===== config.mk =====
export PLATFORM = sky130hd
export DESIGN_NAME = pipe_hazard_ctrl_flat
export DESIGN_NICKNAME = d
export VERILOG_FILES = /design/src/rtl/pipe_hazard_ctrl_if.sv /design/src/rtl/pipe_hazard_ctrl.sv /design/src/flat_wrapper.sv
export SDC_FILE = /design/constraint.sdc
export NUM_CORES = 1
export LEC_CHECK = 0
export ABC_AREA = 1
export CAP_MARGIN = 5
export CORE_MARGIN = 4
export CORE_UTILIZATION = 51
export DETAILED_ROUTE_END_ITERATION = 7
export HOLD_SLACK_MARGIN = 0.05
export PLACE_DENSITY_LB_ADDON = 0.1
export SYNTH_ARGS = -nofsm -noshare
export SYNTH_HDL_FRONTEND = slang
export SYNTH_SLANG_ARGS = --single-unit

===== constraint.sdc =====
create_clock -name clk -period 2.5 [get_ports clk]
set_clock_uncertainty 0.15 [all_clocks]
set_input_delay 0.25 -clock clk [delete_from_list [all_inputs] [get_ports clk]]
set_output_delay 0.25 -clock clk [all_outputs]
set_load 0.1 [all_outputs]

===== src/rtl/pipe_hazard_ctrl_if.sv =====
// Interface bundling the hazard controller's pipeline-side inputs and its
// stage write-enable / flush outputs.
interface pipe_hazard_ctrl_if;
  logic [4:0] id_rs;
  logic [4:0] id_rt;
  logic       id_uses_rt;
  logic [4:0] ex_rt;
  logic       ex_mread;
  logic       ex_branch_taken;
  logic       mem_busy;
  logic       pc_write;
  logic       ifid_write;
  logic       ifid_flush;
  logic       idex_write;
  logic       idex_flush;
  logic [1:0] state;
  logic       timeout_err;

  modport master (
    output id_rs, id_rt, id_uses_rt, ex_rt, ex_mread, ex_branch_taken, mem_busy,
    input  pc_write, ifid_write, ifid_flush, idex_write, idex_flush, state, timeout_err
  );

  modport slave (
    input  id_rs, id_rt, id_uses_rt, ex_rt, ex_mread, ex_branch_taken, mem_busy,
    output pc_write, ifid_write, ifid_flush, idex_write, idex_flush, state, timeout_err
  );
endinterface


===== src/rtl/pipe_hazard_ctrl.sv =====
// Load-use / branch-flush / memory-freeze controller for the 5-stage pipeline.
// Optional HAZ_STATS_EN adds saturating per-action event counters.
module pipe_hazard_ctrl #(
    parameter int unsigned MEM_TIMEOUT = 255,
    parameter int unsigned TO_W        = 16
) (
    input  logic                 clk,
    input  logic                 rst,
    pipe_hazard_ctrl_if.slave    hz
`ifdef HAZ_STATS_EN
    ,
    output logic [15:0]          lu_stall_cnt,
    output logic [15:0]          br_flush_cnt,
    output logic [15:0]          mem_wait_cnt
`endif
);

    typedef enum logic [1:0] {
        RUN      = 2'd0,
        LU_STALL = 2'd1,
        BR_FLUSH = 2'd2,
        MEM_WAIT = 2'd3
    } state_t;

    state_t            state_q, state_d;
    logic [TO_W-1:0]   wait_cnt, wait_nxt;
    logic              err_q;
    logic              load_use;
    logic              act_frz, act_br, act_lu;

    assign load_use = hz.ex_mread && (hz.ex_rt != '0) &&
                      ((hz.ex_rt == hz.id_rs) || (hz.id_uses_rt && (hz.ex_rt == hz.id_rt)));

    // Priority chain: freeze beats branch flush beats load-use bubble.
    assign act_frz = hz.mem_busy;
    assign act_br  = !hz.mem_busy && hz.ex_branch_taken;
    assign act_lu  = !hz.mem_busy && !hz.ex_branch_taken && load_use;

    always_comb begin
        state_d       = RUN;
        hz.pc_write   = 1'b1;
        hz.ifid_write = 1'b1;
        hz.ifid_flush = 1'b0;
        hz.idex_write = 1'b1;
        hz.idex_flush = 1'b0;
        // Outputs are forced to pass-through values while reset is held.
        if (!rst) begin
            if (act_frz) begin
                state_d       = MEM_WAIT;
                hz.pc_write   = 1'b0;
                hz.ifid_write = 1'b0;
                hz.idex_write = 1'b0;
            end else if (act_br) begin
                state_d       = BR_FLUSH;
                hz.ifid_flush = 1'b1;
                hz.idex_flush = 1'b1;
            end else if (act_lu) begin
                state_d       = LU_STALL;
                hz.pc_write   = 1'b0;
                hz.ifid_write = 1'b0;
                hz.idex_flush = 1'b1;
            end
        end
    end

    always_comb begin
        wait_nxt = '0;
        if (hz.mem_busy) begin
            wait_nxt = (wait_cnt == '1) ? wait_cnt : wait_cnt + 1'b1;
        end
    end

    always_ff @(posedge clk or posedge rst) begin
        if (rst) begin
            state_q  <= RUN;
            wait_cnt <= '0;
            err_q    <= 1'b0;
        end else begin
            state_q  <= state_d;
            wait_cnt <= wait_nxt;
            if (hz.mem_busy && (wait_nxt == TO_W'(MEM_TIMEOUT))) begin
                err_q <= 1'b1;
            end
        end
    end

    assign hz.state       = state_q;
    assign hz.timeout_err = err_q;

`ifdef HAZ_STATS_EN
    always_ff @(posedge clk or posedge rst) begin
        if (rst) begin
            lu_stall_cnt <= '0;
            br_flush_cnt <= '0;
            mem_wait_cnt <= '0;
        end else begin
            if (act_lu && (lu_stall_cnt != '1)) lu_stall_cnt <= lu_stall_cnt + 16'd1;
            if (act_br && (br_flush_cnt != '1)) br_flush_cnt <= br_flush_cnt + 16'd1;
            if (act_frz && (mem_wait_cnt != '1)) mem_wait_cnt <= mem_wait_cnt + 16'd1;
        end
    end
`endif

endmodule


===== src/flat_wrapper.sv =====
// flat-port wrapper written by rule: the top's interface ports become plain ports
module pipe_hazard_ctrl_flat 
#(
    parameter int unsigned MEM_TIMEOUT = 255,
    parameter int unsigned TO_W        = 16
)
  (clk, rst, hz_id_rs, hz_id_rt, hz_id_uses_rt, hz_ex_rt, hz_ex_mread, hz_ex_branch_taken, hz_mem_busy, hz_pc_write, hz_ifid_write, hz_ifid_flush, hz_idex_write, hz_idex_flush, hz_state, hz_timeout_err);
  pipe_hazard_ctrl_if hz_i ();
  input  logic clk;
  input  logic rst;
  input wire logic [$bits(hz_i.id_rs)-1:0] hz_id_rs;
  input wire logic [$bits(hz_i.id_rt)-1:0] hz_id_rt;
  input wire logic [$bits(hz_i.id_uses_rt)-1:0] hz_id_uses_rt;
  input wire logic [$bits(hz_i.ex_rt)-1:0] hz_ex_rt;
  input wire logic [$bits(hz_i.ex_mread)-1:0] hz_ex_mread;
  input wire logic [$bits(hz_i.ex_branch_taken)-1:0] hz_ex_branch_taken;
  input wire logic [$bits(hz_i.mem_busy)-1:0] hz_mem_busy;
  output wire logic [$bits(hz_i.pc_write)-1:0] hz_pc_write;
  output wire logic [$bits(hz_i.ifid_write)-1:0] hz_ifid_write;
  output wire logic [$bits(hz_i.ifid_flush)-1:0] hz_ifid_flush;
  output wire logic [$bits(hz_i.idex_write)-1:0] hz_idex_write;
  output wire logic [$bits(hz_i.idex_flush)-1:0] hz_idex_flush;
  output wire logic [$bits(hz_i.state)-1:0] hz_state;
  output wire logic [$bits(hz_i.timeout_err)-1:0] hz_timeout_err;
  assign hz_i.id_rs = hz_id_rs;
  assign hz_i.id_rt = hz_id_rt;
  assign hz_i.id_uses_rt = hz_id_uses_rt;
  assign hz_i.ex_rt = hz_ex_rt;
  assign hz_i.ex_mread = hz_ex_mread;
  assign hz_i.ex_branch_taken = hz_ex_branch_taken;
  assign hz_i.mem_busy = hz_mem_busy;
  assign hz_pc_write = hz_i.pc_write;
  assign hz_ifid_write = hz_i.ifid_write;
  assign hz_ifid_flush = hz_i.ifid_flush;
  assign hz_idex_write = hz_i.idex_write;
  assign hz_idex_flush = hz_i.idex_flush;
  assign hz_state = hz_i.state;
  assign hz_timeout_err = hz_i.timeout_err;
  pipe_hazard_ctrl #(.MEM_TIMEOUT(MEM_TIMEOUT), .TO_W(TO_W)) u_core (.clk(clk), .rst(rst), .hz(hz_i));
endmodule

# Yosys cells after proc, flatten, opt, wreduce, memory -nomap -nowiden
# Cells that the tools add are included.
# W data, S select, Z words.
# word_totals
register_bits,19
latchBits,0
ram_bits,0
romBits,0
inputBits,21
output_inout_bits,8
word_cells,38
mem_count,0
# classes
add_sub_neg,1
n_mul,0
div,0
order_cmp,0
eq_ne,4
shifts,0
muxes,19
n_bitwise,0
reduce_logical,11
# op_table
cell,n
$mux W16,2
$add A16 B1 Y16 const B,1
$eq A16 B16 Y1 const B,1
$eq A16 B8 Y1 const B,1
$mux W1,14
$eq A5 B5 Y1,2
$logic_and A1 B1 Y1,7
$mux W2,3
$reduce_bool A5 Y1,1
$logic_not A1 Y1,2
$logic_or A1 B1 Y1,1

# Logic depth before layout (Yosys ltp)
# Gate-level depths: netlist of run 1.
# depth
ltp_word,9
depth_mapped,13
mapped_depth_nobuf,12

# Least setup slack after synthesis of run 1
# Ideal clock, no wire load.
# synth_path
path_kind,input to output
from,in hz_mem_busy
to,out hz_idex_flush
arrival_time_ns,3.494
required_time_ns,2.100
setup_slack_ns,-1.394
cell_stages,5
path_buffers,2
path_cell_list,buf_6 buf_2 nor3_1 inv_1 nand2_1
# synth_via
elab_chain_cells,7
word_cells_on_any_way,8
cone_classes,4 x mux; 4 x reduce/logical
# synth_lines
element,line_no,source
from (decl),flat_wrapper.sv:17,input wire logic [$bits(hz_i.mem_busy)-1:0] hz_mem_busy;
$logic_not A1 Y1,"pipe_hazard_ctrl.sv:36, pipe_hazard_ctrl.sv:37",
$logic_and A1 B1 Y1 (2 in series),pipe_hazard_ctrl.sv:37,assign act_lu = !hz.mem_busy && !hz.ex_branch_taken && load_use;
$mux W1,pipe_hazard_ctrl.sv:57,end else if (act_lu) begin
$mux W1,pipe_hazard_ctrl.sv:53,end else if (act_br) begin
$mux W1 (*),pipe_hazard_ctrl.sv:48,if (act_frz) begin
$mux W1 (*),pipe_hazard_ctrl.sv:47,if (!rst) begin
to (decl),flat_wrapper.sv:22,output wire logic [$bits(hz_i.idex_flush)-1:0] hz_idex_flush;
# Every way passes the cells marked *; elsewhere a longest branch is shown, timed or not.

# Worst setup path in the final report of run 1
# layout_path
from,in hz_ex_rt[3]
to,out hz_pc_write
# layout_via
elab_chain_cells,9
word_cells_on_any_way,12
cone_classes,2 x eq/ne; 4 x mux; 6 x reduce/logical
# layout_lines
element,line_no,source
from (decl),flat_wrapper.sv:14,input wire logic [$bits(hz_i.ex_rt)-1:0] hz_ex_rt;
$eq A5 B5 Y1,pipe_hazard_ctrl.sv:32,((hz.ex_rt == hz.id_rs) || (hz.id_uses_rt && (hz.ex_rt == hz.id_rt)));
$logic_and A1 B1 Y1,pipe_hazard_ctrl.sv:32,
$logic_or A1 B1 Y1,pipe_hazard_ctrl.sv:32,
$logic_and A1 B1 Y1 (*),pipe_hazard_ctrl.sv:31,assign load_use = hz.ex_mread && (hz.ex_rt != '0) &&
$logic_and A1 B1 Y1 (*),pipe_hazard_ctrl.sv:37,
$mux W1 (*),pipe_hazard_ctrl.sv:57,
$mux W1 (*),pipe_hazard_ctrl.sv:53,
$mux W1 (*),pipe_hazard_ctrl.sv:48,
$mux W1 (*),pipe_hazard_ctrl.sv:47,
to (decl),flat_wrapper.sv:18,output wire logic [$bits(hz_i.pc_write)-1:0] hz_pc_write;
# Marks and branches as above.

==> impl_summary.txt, run 1 <==
----------------------------------------------------
[Layout]
  Fraction of layout cells with a size suffix above 1 ... between 10 and 15%
  Antenna diode count ... 0
  Final layout net count ... approximately 280
  Area growth syn-to-layout ... 26.6%
  Final design instance area without fill ... 1850 sq um

[Global route]
  Global router's overall resource usage ... 18.6%
  Wire length of the first global-routing pass ... approximately 5.2 mm
  Antenna violations before repair ... 0
  Largest net degree at the start of global routing ... 20
  Vias in the first global route ... between 1000 and 1500
  Total overflow reported by the global router ... 0

[Critical path]
  WS Path Type ... in2out
  Register-to-Register Setup Slack ... between 0.3 and 0.4 ns
  Crit path max fanout ... 4
  Reg2reg end ... u_core.hz.timeout_err$_DFFE_PP0P_
  Worst EP arrival ... roughly 1.8 ns
  Launch point of the worst reg-to-reg path ... u_core.wait_cnt[0]$_DFF_PP0_
  Worst Path Required ... ~2.1 ns
  Sort of element at the end of the critical path ... output pin
  Critical Path Start Type ... input pin
  R2R depth ... 11

[Floorplanning]
  I/O pin count ... 29
  DIE AREA ... around 3800 sq um
  Horizontal die dimension ... about 60 um
  Number of standard-cell rows in the floorplan ... 19
  Core ar. ... around 2800 sq um
  Starting density of the core ... between 50 and 60%
  Chip height ... between 60 and 70 um

[Worst hold path]
  Path type of the worst min-delay path ... reg2reg
  Number of cells on the worst hold path ... 2
  Startpoint of the worst hold path ... u_core.hz.timeout_err$_DFFE_PP0P_
  Capture endpoint of the worst hold path ... u_core.hz.timeout_err$_DFFE_PP0P_

[STA]
  Final count of hold timing violations ... 0
  Max-slew headroom at the worst pin ... between 80% and 90%
  Highest Clock Rate ... around 450 MHz
  Portion of the clock cycle consumed by the worst path in the final layout ... about nine tenths
  Final Max Slew Viols ... 0
  Worst setup slack after layout ... approximately 0.26 ns
  Transition time at the pin with the least slew margin ... about 0.28 ns
  Shortest period the worst path allows ... approximately 2.2 ns
  Sum Neg Setup Slack ... 0 ns
  Final Setup Violations ... 0
  Setup repair after global routing missed its margin ... no

[Power]
  Power density over cell area ... around 340 nW/um^2
  Max IR drop VDD ... around 320 uV
  Leak ... 1.05 nW

[Logic synthesis]
  Avg Cell Area, Syn ... around 6.4 sq um
  Leading post-synthesis cells by cell area ... sky130_fd_sc_hd__dfrtp_1, sky130_fd_sc_hd__nand2_1, sky130_fd_sc_hd__inv_1, sky130_fd_sc_hd__nand3_1, sky130_fd_sc_hd__nor2_1
  Post-synth cell types ... 25
  Number of enable flip-flop cells after synthesis ... 0
  Seq/Total Area, Yosys ... between 30 and 40%
  Cell area after synthesis ... 1470 sq um
  Total of warnings raised by yosys ... 0
  Post-synthesis cell type with the largest combined area ... sky130_fd_sc_hd__dfrtp_1
  Most used flip-flop cell after synthesis ... sky130_fd_sc_hd__dfrtp_1
  Synthesized instance count ... 230
  Flip-flop and latch count after synthesis ... 19
  Proportion of synthesized flip-flops having asynchronous set or reset ... 100%
  Yosys top cell area share ... 32.5%
  Number of nets produced by synthesis ... 252

[CTS]
  Latest clock arrival within the worst-skew pair ... 0.30 ns
  Clock sinks ... 19
  Root Buffer Master ... sky130_fd_sc_hd__clkbuf_4
  Post-cts repair resize count ... 0
  Number of buffers created by CTS ... 3
  Maximum buffer depth of the clock tree ... 2
  CTS tree ... built
  Number of buffers inserted for hold repair after clock tree synthesis ... 0
  Clock transition at the registers of the reported paths ... roughly 0.11 ns
  Number of H-tree branching levels ... 1
  Setup Fix Bufs, Post-CTS ... 0

[Detailed routing]
  Number of search-and-repair iterations in the first detailed-routing pass ... 4
  Iteration-0 DRC Markers ... 75
  Total number of vias ... ~1400
  Remaining number of nets flagged by the antenna check after routing ... 0
  Total wire length ... 3.21 mm
  Vias/cell ... 4.85
  Detailed-route DRC error count ... 0
  WL/cell ... around 11 um

[Place]
  Area after DPL ... roughly 1800 sq um
  Detailed Place HPWL ... between 2 and 3 mm
  Worst setup timing slack at the placement stage ... about 0.26 ns
  Count of port buffers added during placement ... 28
  Final GP Congestion ... about 0.8

[Flow run]
  Max_cap viols ... 0

[Status]
  Outcome ... finished, final reports clean

----------------------------------------------------
[layout make-up]
type | instances | area (sq um)
fill | 271 | 903
multi-input combinational | 156 | 781
sequential | 19 | 475
timing repair buffer | 30 | 338
inverter | 50 | 195
tap | 31 | 38.8
clock buffer | 4 | 26.3
[worst max path at each step]
stage                start            end  slack [ns]  cells after the start
2_1_floorplan  hz_mem_busy  hz_idex_flush       -0.03                      5
3_3_place_gp   hz_ex_rt[3]    hz_pc_write        0.29                      9
3_5_place_dp   hz_ex_rt[3]    hz_pc_write        0.26                      9
4_1_cts        hz_ex_rt[3]    hz_pc_write        0.25                      9
5_1_grt        hz_ex_rt[3]  hz_ifid_write        0.08                      9
6_report       hz_ex_rt[3]    hz_pc_write        0.26                      9
[cells in the mapped netlist (2+ instances only)]
cell type                 count
sky130_fd_sc_hd__nand2_1     68
sky130_fd_sc_hd__inv_1       47
sky130_fd_sc_hd__nor2_1      26
sky130_fd_sc_hd__nand3_1     21
sky130_fd_sc_hd__dfrtp_1     19
sky130_fd_sc_hd__nand4_1      7
sky130_fd_sc_hd__xor2_1       7
sky130_fd_sc_hd__o21ai_0      5
sky130_fd_sc_hd__nand2_2      4
sky130_fd_sc_hd__inv_2        3
sky130_fd_sc_hd__nor3_1       3
sky130_fd_sc_hd__xnor2_1      3
sky130_fd_sc_hd__buf_2        2
sky130_fd_sc_hd__buf_6        2
sky130_fd_sc_hd__nand3_2      2
sky130_fd_sc_hd__nor2_4       2
[sequential cells by signal, summed over array words and instances, names as in the netlist]
signal and flops:
u_core.hz.state 2, u_core.hz.timeout_err 1, u_core.wait_cnt 16
[layer usage]
layer	part of all wire (%)	GRT usage, %	vias up
li1	-	-	754
met1	44	21.8	618
met2	51	34.4	31
met3	4.6	3.77	4
met4	0.78	4.24	0
met5	0	0	-
[power breakdown]
group | total (mW) | leakage [nW] | internal, mW | switching [mW]
Combinational | 0.158 | 0.778 | 0.0653 | 0.0925
Clock | 0.161 | 0.0150 | 0.0621 | 0.0992
Sequential | 0.319 | 0.255 | 0.313 | 0.00590
[critical path, stage by stage]
cell and delay, ns:
sky130_fd_sc_hd__clkdlybuf4s50_1 0.53, sky130_fd_sc_hd__o21ai_0 0.10, sky130_fd_sc_hd__a221oi_1 0.23, sky130_fd_sc_hd__nand3_1 0.10, sky130_fd_sc_hd__nand2_1 0.08, sky130_fd_sc_hd__nand3_1 0.08, sky130_fd_sc_hd__nand2_1 0.13, sky130_fd_sc_hd__clkinvlp_4 0.15
sky130_fd_sc_hd__buf_12 0.19
[cell families (layout without fill, tap and decap cells)]
logic type | after synthesis | in the layout | synth area share (%)
xor gates and xnor gates | 10 | 10 | 5.98
AOI/OAI and AO/OA | 9 | 9 | 3.59
DFF | 19 | 19 | 32.5
buffers and inverters | 55 | 84 | 15.5
and+or+nand+nor | 136 | 136 | 41.6
adders and majority gates | 1 | 1 | 0.854
[cell usage in the layout (no fill, tap or decap)]
| cell | n |
|---|---|
| sky130_fd_sc_hd__a21oi_1 | 1 |
| sky130_fd_sc_hd__a221oi_1 | 1 |
| sky130_fd_sc_hd__buf_12 | 5 |
| sky130_fd_sc_hd__buf_4 | 5 |
| sky130_fd_sc_hd__clkbuf_1 | 1 |
| sky130_fd_sc_hd__clkbuf_4 | 3 |
| sky130_fd_sc_hd__clkdlybuf4s50_1 | 20 |
| sky130_fd_sc_hd__clkinvlp_4 | 2 |
| sky130_fd_sc_hd__dfrtp_1 | 19 |
| sky130_fd_sc_hd__ha_1 | 1 |
| sky130_fd_sc_hd__inv_1 | 45 |
| sky130_fd_sc_hd__inv_2 | 3 |
| sky130_fd_sc_hd__nand2_1 | 67 |
| sky130_fd_sc_hd__nand2_2 | 4 |
| sky130_fd_sc_hd__nand2_4 | 2 |
| sky130_fd_sc_hd__nand3_1 | 21 |
| sky130_fd_sc_hd__nand3_2 | 2 |
| sky130_fd_sc_hd__nand3b_1 | 1 |
| sky130_fd_sc_hd__nand4_1 | 7 |
| sky130_fd_sc_hd__nor2_1 | 26 |
| sky130_fd_sc_hd__nor2_2 | 1 |
| sky130_fd_sc_hd__nor2_4 | 2 |
| sky130_fd_sc_hd__nor3_1 | 2 |
| sky130_fd_sc_hd__nor3_4 | 1 |
| sky130_fd_sc_hd__o21ai_0 | 5 |
| sky130_fd_sc_hd__o21bai_1 | 1 |
| sky130_fd_sc_hd__o22ai_1 | 1 |
| sky130_fd_sc_hd__xnor2_1 | 3 |
| sky130_fd_sc_hd__xor2_1 | 7 |
[through the flow]
| step | hold slack [ns] | utilization, % | power, mW | cells |
|---|---|---|---|---|
| after floorplan | -0.0384 | - | 0.417 | 230 |
| after global placement | 0.308 | 66.3 | 0.483 | 286 |
| after detailed placement | 0.303 | 66.3 | 0.484 | 286 |
| after CTS | 0.339 | 67.2 | 0.644 | 290 |
| after global routing | 0.383 | 67.2 | 0.665 | 290 |
| final | 0.334 | 67.2 | 0.638 | 290 |
No activity file was read; power rests on OpenSTA's default activity.
==> inputs of run 2 (changes only) <==
--- a/config.mk
+++ b/config.mk
@@ -7,7 +7,8 @@
 export LEC_CHECK = 0
 export ABC_AREA = 1
 export CAP_MARGIN = 5
-export CORE_MARGIN = 4
+export CORE_ASPECT_RATIO = 0.8
+export CORE_MARGIN = 5
 export CORE_UTILIZATION = 51
 export DETAILED_ROUTE_END_ITERATION = 7
 export HOLD_SLACK_MARGIN = 0.05
==> run 2 against run 1 <==
  * Non-clock buffer count is the same
  * Combinational power is essentially flat
  * Critical path type unchanged
  * Sequential share of layout area shrank 0.14 points
  * Register-to-register slack lost 0.04 ns
  * Largest power group unchanged
  * Die area grew 6.8%
==> impl_summary.txt, run 2 (same netlist as run 1, synthesis figures left out) <==
----------------------------------------------------
[Status]
  Outcome ... finished, final reports clean

[Power]
  Max IR drop VDD ... 371 uV (+18%)
  Leak ... 1.05 nW (+0.26%)
  Power density over cell area ... 343 nW/um^2 (-0.19%)

[Floorplanning]
  Chip height ... 57.9 um (-5.9%)
  Core ar. ... 2770 sq um (+0.27%)
  Starting density of the core ... 53.0% (-0.14 points)
  DIE AREA ... 4050 sq um (+6.8%)
  Horizontal die dimension ... 69.9 um (+14%)
  I/O pin count ... 29 (unchanged)
  Number of standard-cell rows in the floorplan ... 17 (-2)

[STA]
  Shortest period the worst path allows ... 2.21 ns (-0.0284 ns)
  Transition time at the pin with the least slew margin ... 0.308 ns (+0.0267 ns)
  Final Max Slew Viols ... 0 (unchanged)
  Sum Neg Setup Slack ... 0 ns (unchanged)
  Final count of hold timing violations ... 0 (unchanged)
  Highest Clock Rate ... 453 MHz (+1.3%)
  Setup repair after global routing missed its margin ... no
  Portion of the clock cycle consumed by the worst path in the final layout ... 88.4% (-1.1 points)
  Final Setup Violations ... 0 (unchanged)
  Worst setup slack after layout ... 0.291 ns (+0.0284 ns)
  Max-slew headroom at the worst pin ... 79.4% (-1.8 points)

[CTS]
  Setup Fix Bufs, Post-CTS ... 0 (unchanged)
  Post-cts repair resize count ... 0 (unchanged)
  Number of H-tree branching levels ... 1 (unchanged)
  Clock transition at the registers of the reported paths ... 0.13 ns (+0.02 ns)
  Number of buffers inserted for hold repair after clock tree synthesis ... 0 (unchanged)
  Maximum buffer depth of the clock tree ... 2 (unchanged)
  Root Buffer Master ... sky130_fd_sc_hd__clkbuf_4
  Clock sinks ... 19 (unchanged)
  Latest clock arrival within the worst-skew pair ... 0.31 ns (about the same)
  CTS tree ... built
  Number of buffers created by CTS ... 3 (unchanged)

[Critical path]
  R2R depth ... 11 (unchanged)
  Worst setup path end ... hz_pc_write
  Reg2reg end ... u_core.hz.timeout_err$_DFFE_PP0P_
  Number of buffer and inverter stages on the critical path ... 3 (unchanged)
  Critical Path Start Type ... input pin
  Sort of element at the end of the critical path ... output pin
  Worst EP arrival ... 1.81 ns (-0.03 ns)
  Cell type of the slowest stage on the worst timing path ... sky130_fd_sc_hd__clkdlybuf4s50_1
  Path length in cells of the critical path ... 9 (unchanged)
  WS Path Type ... in2out
  Largest stage delay on the critical path ... 0.53 ns (about the same)
  Register-to-Register Setup Slack ... 0.32 ns (-0.04 ns)
  Launch point of the worst reg-to-reg path ... u_core.wait_cnt[0]$_DFF_PP0_
  Delay-heaviest family, CP ... buffers and inverters
  Crit path max fanout ... 4 (unchanged)
  Critical Path Source ... hz_ex_rt[3]
  Worst Path Required ... 2.10 ns (about the same)
  Ordered list of cells on the worst path ... clkdlybuf4s50_1 > o21ai_0 > a221oi_1 > nand3_1 > nand2_1 > nand3_1 > nand2_1 > clkinvlp_4 > buf_12

[Global route]
  Largest net degree at the start of global routing ... 20 (unchanged)
  Total overflow reported by the global router ... 0 (unchanged)
  Global router's overall resource usage ... 17.5% (-1.1 points)
  Vias in the first global route ... 1301 (-1.1%)
  Antenna violations before repair ... 0 (unchanged)
  Wire length of the first global-routing pass ... 5.65 mm (+7.9%)

[Detailed routing]
  Total number of vias ... 1430 (+1.6%)
  Vias/cell ... 4.81 (-0.76%)
  Detailed-route DRC error count ... 0 (unchanged)
  Iteration-0 DRC Markers ... 104 (+39%)
  Total wire length ... 3.39 mm (+5.5%)
  WL/cell ... 11.4 um (+3.1%)
  Remaining number of nets flagged by the antenna check after routing ... 0 (unchanged)
  Number of search-and-repair iterations in the first detailed-routing pass ... 4 (unchanged)

[Layout]
  Fillers ... 240 (-11%)
  Most frequent standard cell in the layout excluding fill and tap cells ... sky130_fd_sc_hd__nand2_1
  Reg with most FFs ... u_core.wait_cnt
  Antenna diode count ... 0 (unchanged)
  Flip-flop count of the largest register after layout ... 16 (unchanged)
  Fraction of layout cells with a size suffix above 1 ... 12.0% (+0.39 points)
  Final layout net count ... 282 (unchanged)
  Area growth syn-to-layout ... 27.2%
  Final Core Density ... 67.4% (+0.18 points)
  Leading cell types in the layout, fill and taps excluded ... sky130_fd_sc_hd__nand2_1, sky130_fd_sc_hd__inv_1, sky130_fd_sc_hd__nor2_1

[Place]
  Worst setup timing slack at the placement stage ... 0.294 ns (+0.0295 ns)
  Final GP Congestion ... 0.823 (+3.0%)
  Detailed Place HPWL ... 2.78 mm (+7.4%)
  Count of port buffers added during placement ... 28 (unchanged)

[Worst hold path]
  Path type of the worst min-delay path ... in2async

[Flow run]
  Max_cap viols ... 0 (unchanged)

----------------------------------------------------
[run 2: cell types whose count changed in the layout (fill, tap and decap cells not counted), sizes merged]
cell,change
clkinv,+1
clkbuf,-1
[run 2: stage by stage]
| step | cell area [sq um] | total power [mW] | hold WS, ns | instances |
|---|---|---|---|---|
| after detailed placement | 1840 | 0.486 | 0.324 | 293 |
| after CTS | 1860 | 0.647 | 0.351 | 297 |
| after floorplan | 1490 | 0.417 | -0.0384 | 230 |
| after global routing | 1860 | 0.682 | 0.381 | 297 |
| after global placement | 1840 | 0.485 | 0.302 | 293 |
| final | 1860 | 0.640 | 0.341 | 297 |
[run 2: worst min-delay path, stage by stage]
cell and delay, ns:
sky130_fd_sc_hd__clkdlybuf4s50_1 0.53, sky130_fd_sc_hd__clkinvlp_4 0.15, sky130_fd_sc_hd__buf_4 0.27
[run 2: how the worst min path moves through the flow]
| stage | cells after the start | slack (ns) | endpoint |
|---|---|---|---|
| 2_1_floorplan | 1 | -0.04 | u_core.hz.state[0]$_DFF_PP0_ |
| 3_5_place_dp | 2 | 0.32 | u_core.hz.timeout_err$_DFFE_PP0P_ |
| 3_3_place_gp | 2 | 0.30 | u_core.hz.timeout_err$_DFFE_PP0P_ |
| 4_1_cts | 3 | 0.35 | u_core.hz.state[1]$_DFF_PP0_ |
| 6_report | 3 | 0.34 | u_core.hz.state[1]$_DFF_PP0_ |
| 5_1_grt | 3 | 0.38 | u_core.hz.state[1]$_DFF_PP0_ |
[run 2: layout make-up]
class | instances | area, sq um | area share (%)
Multi-Input combinational cell | 156 | 781 | 41.9
Sequential cell | 19 | 475 | 25.5
Timing Repair Buffer | 30 | 338 | 18.1
Inverter | 50 | 195 | 10.5
Tap cell | 38 | 47.5 | 2.55
Clock buffer | 3 | 22.5 | 1.21
Clock inverter | 1 | 5.00 | 0.268
[run 2: metal layers]
metal | global-route usage (%) | vias to the layer above | part of all wire (%)
met1 | 24.1 | 623 | 50
li1 | - | 759 | -
met3 | 6.41 | 2 | 8.1
met2 | 26.5 | 46 | 42
met5 | 0 | - | 0
met4 | 3.28 | 0 | 0.35
[run 2: where the power goes]
group | switching (mW) | internal [mW] | total [mW]
Combinational | 0.0937 | 0.0652 | 0.159
Clock | 0.102 | 0.0597 | 0.162
Sequential | 0.00612 | 0.313 | 0.319
Total | 0.202 | 0.438 | 0.640
==> inputs of run 3 (changes only) <==
--- a/config.mk
+++ b/config.mk
@@ -6,7 +6,6 @@
 export NUM_CORES = 1
 export LEC_CHECK = 0
 export ABC_AREA = 1
-export CAP_MARGIN = 5
 export CORE_ASPECT_RATIO = 0.8
 export CORE_MARGIN = 5
 export CORE_UTILIZATION = 51
==> results of run 3 <==
The final DEF is identical to that of run 2; final timing and power are the same.
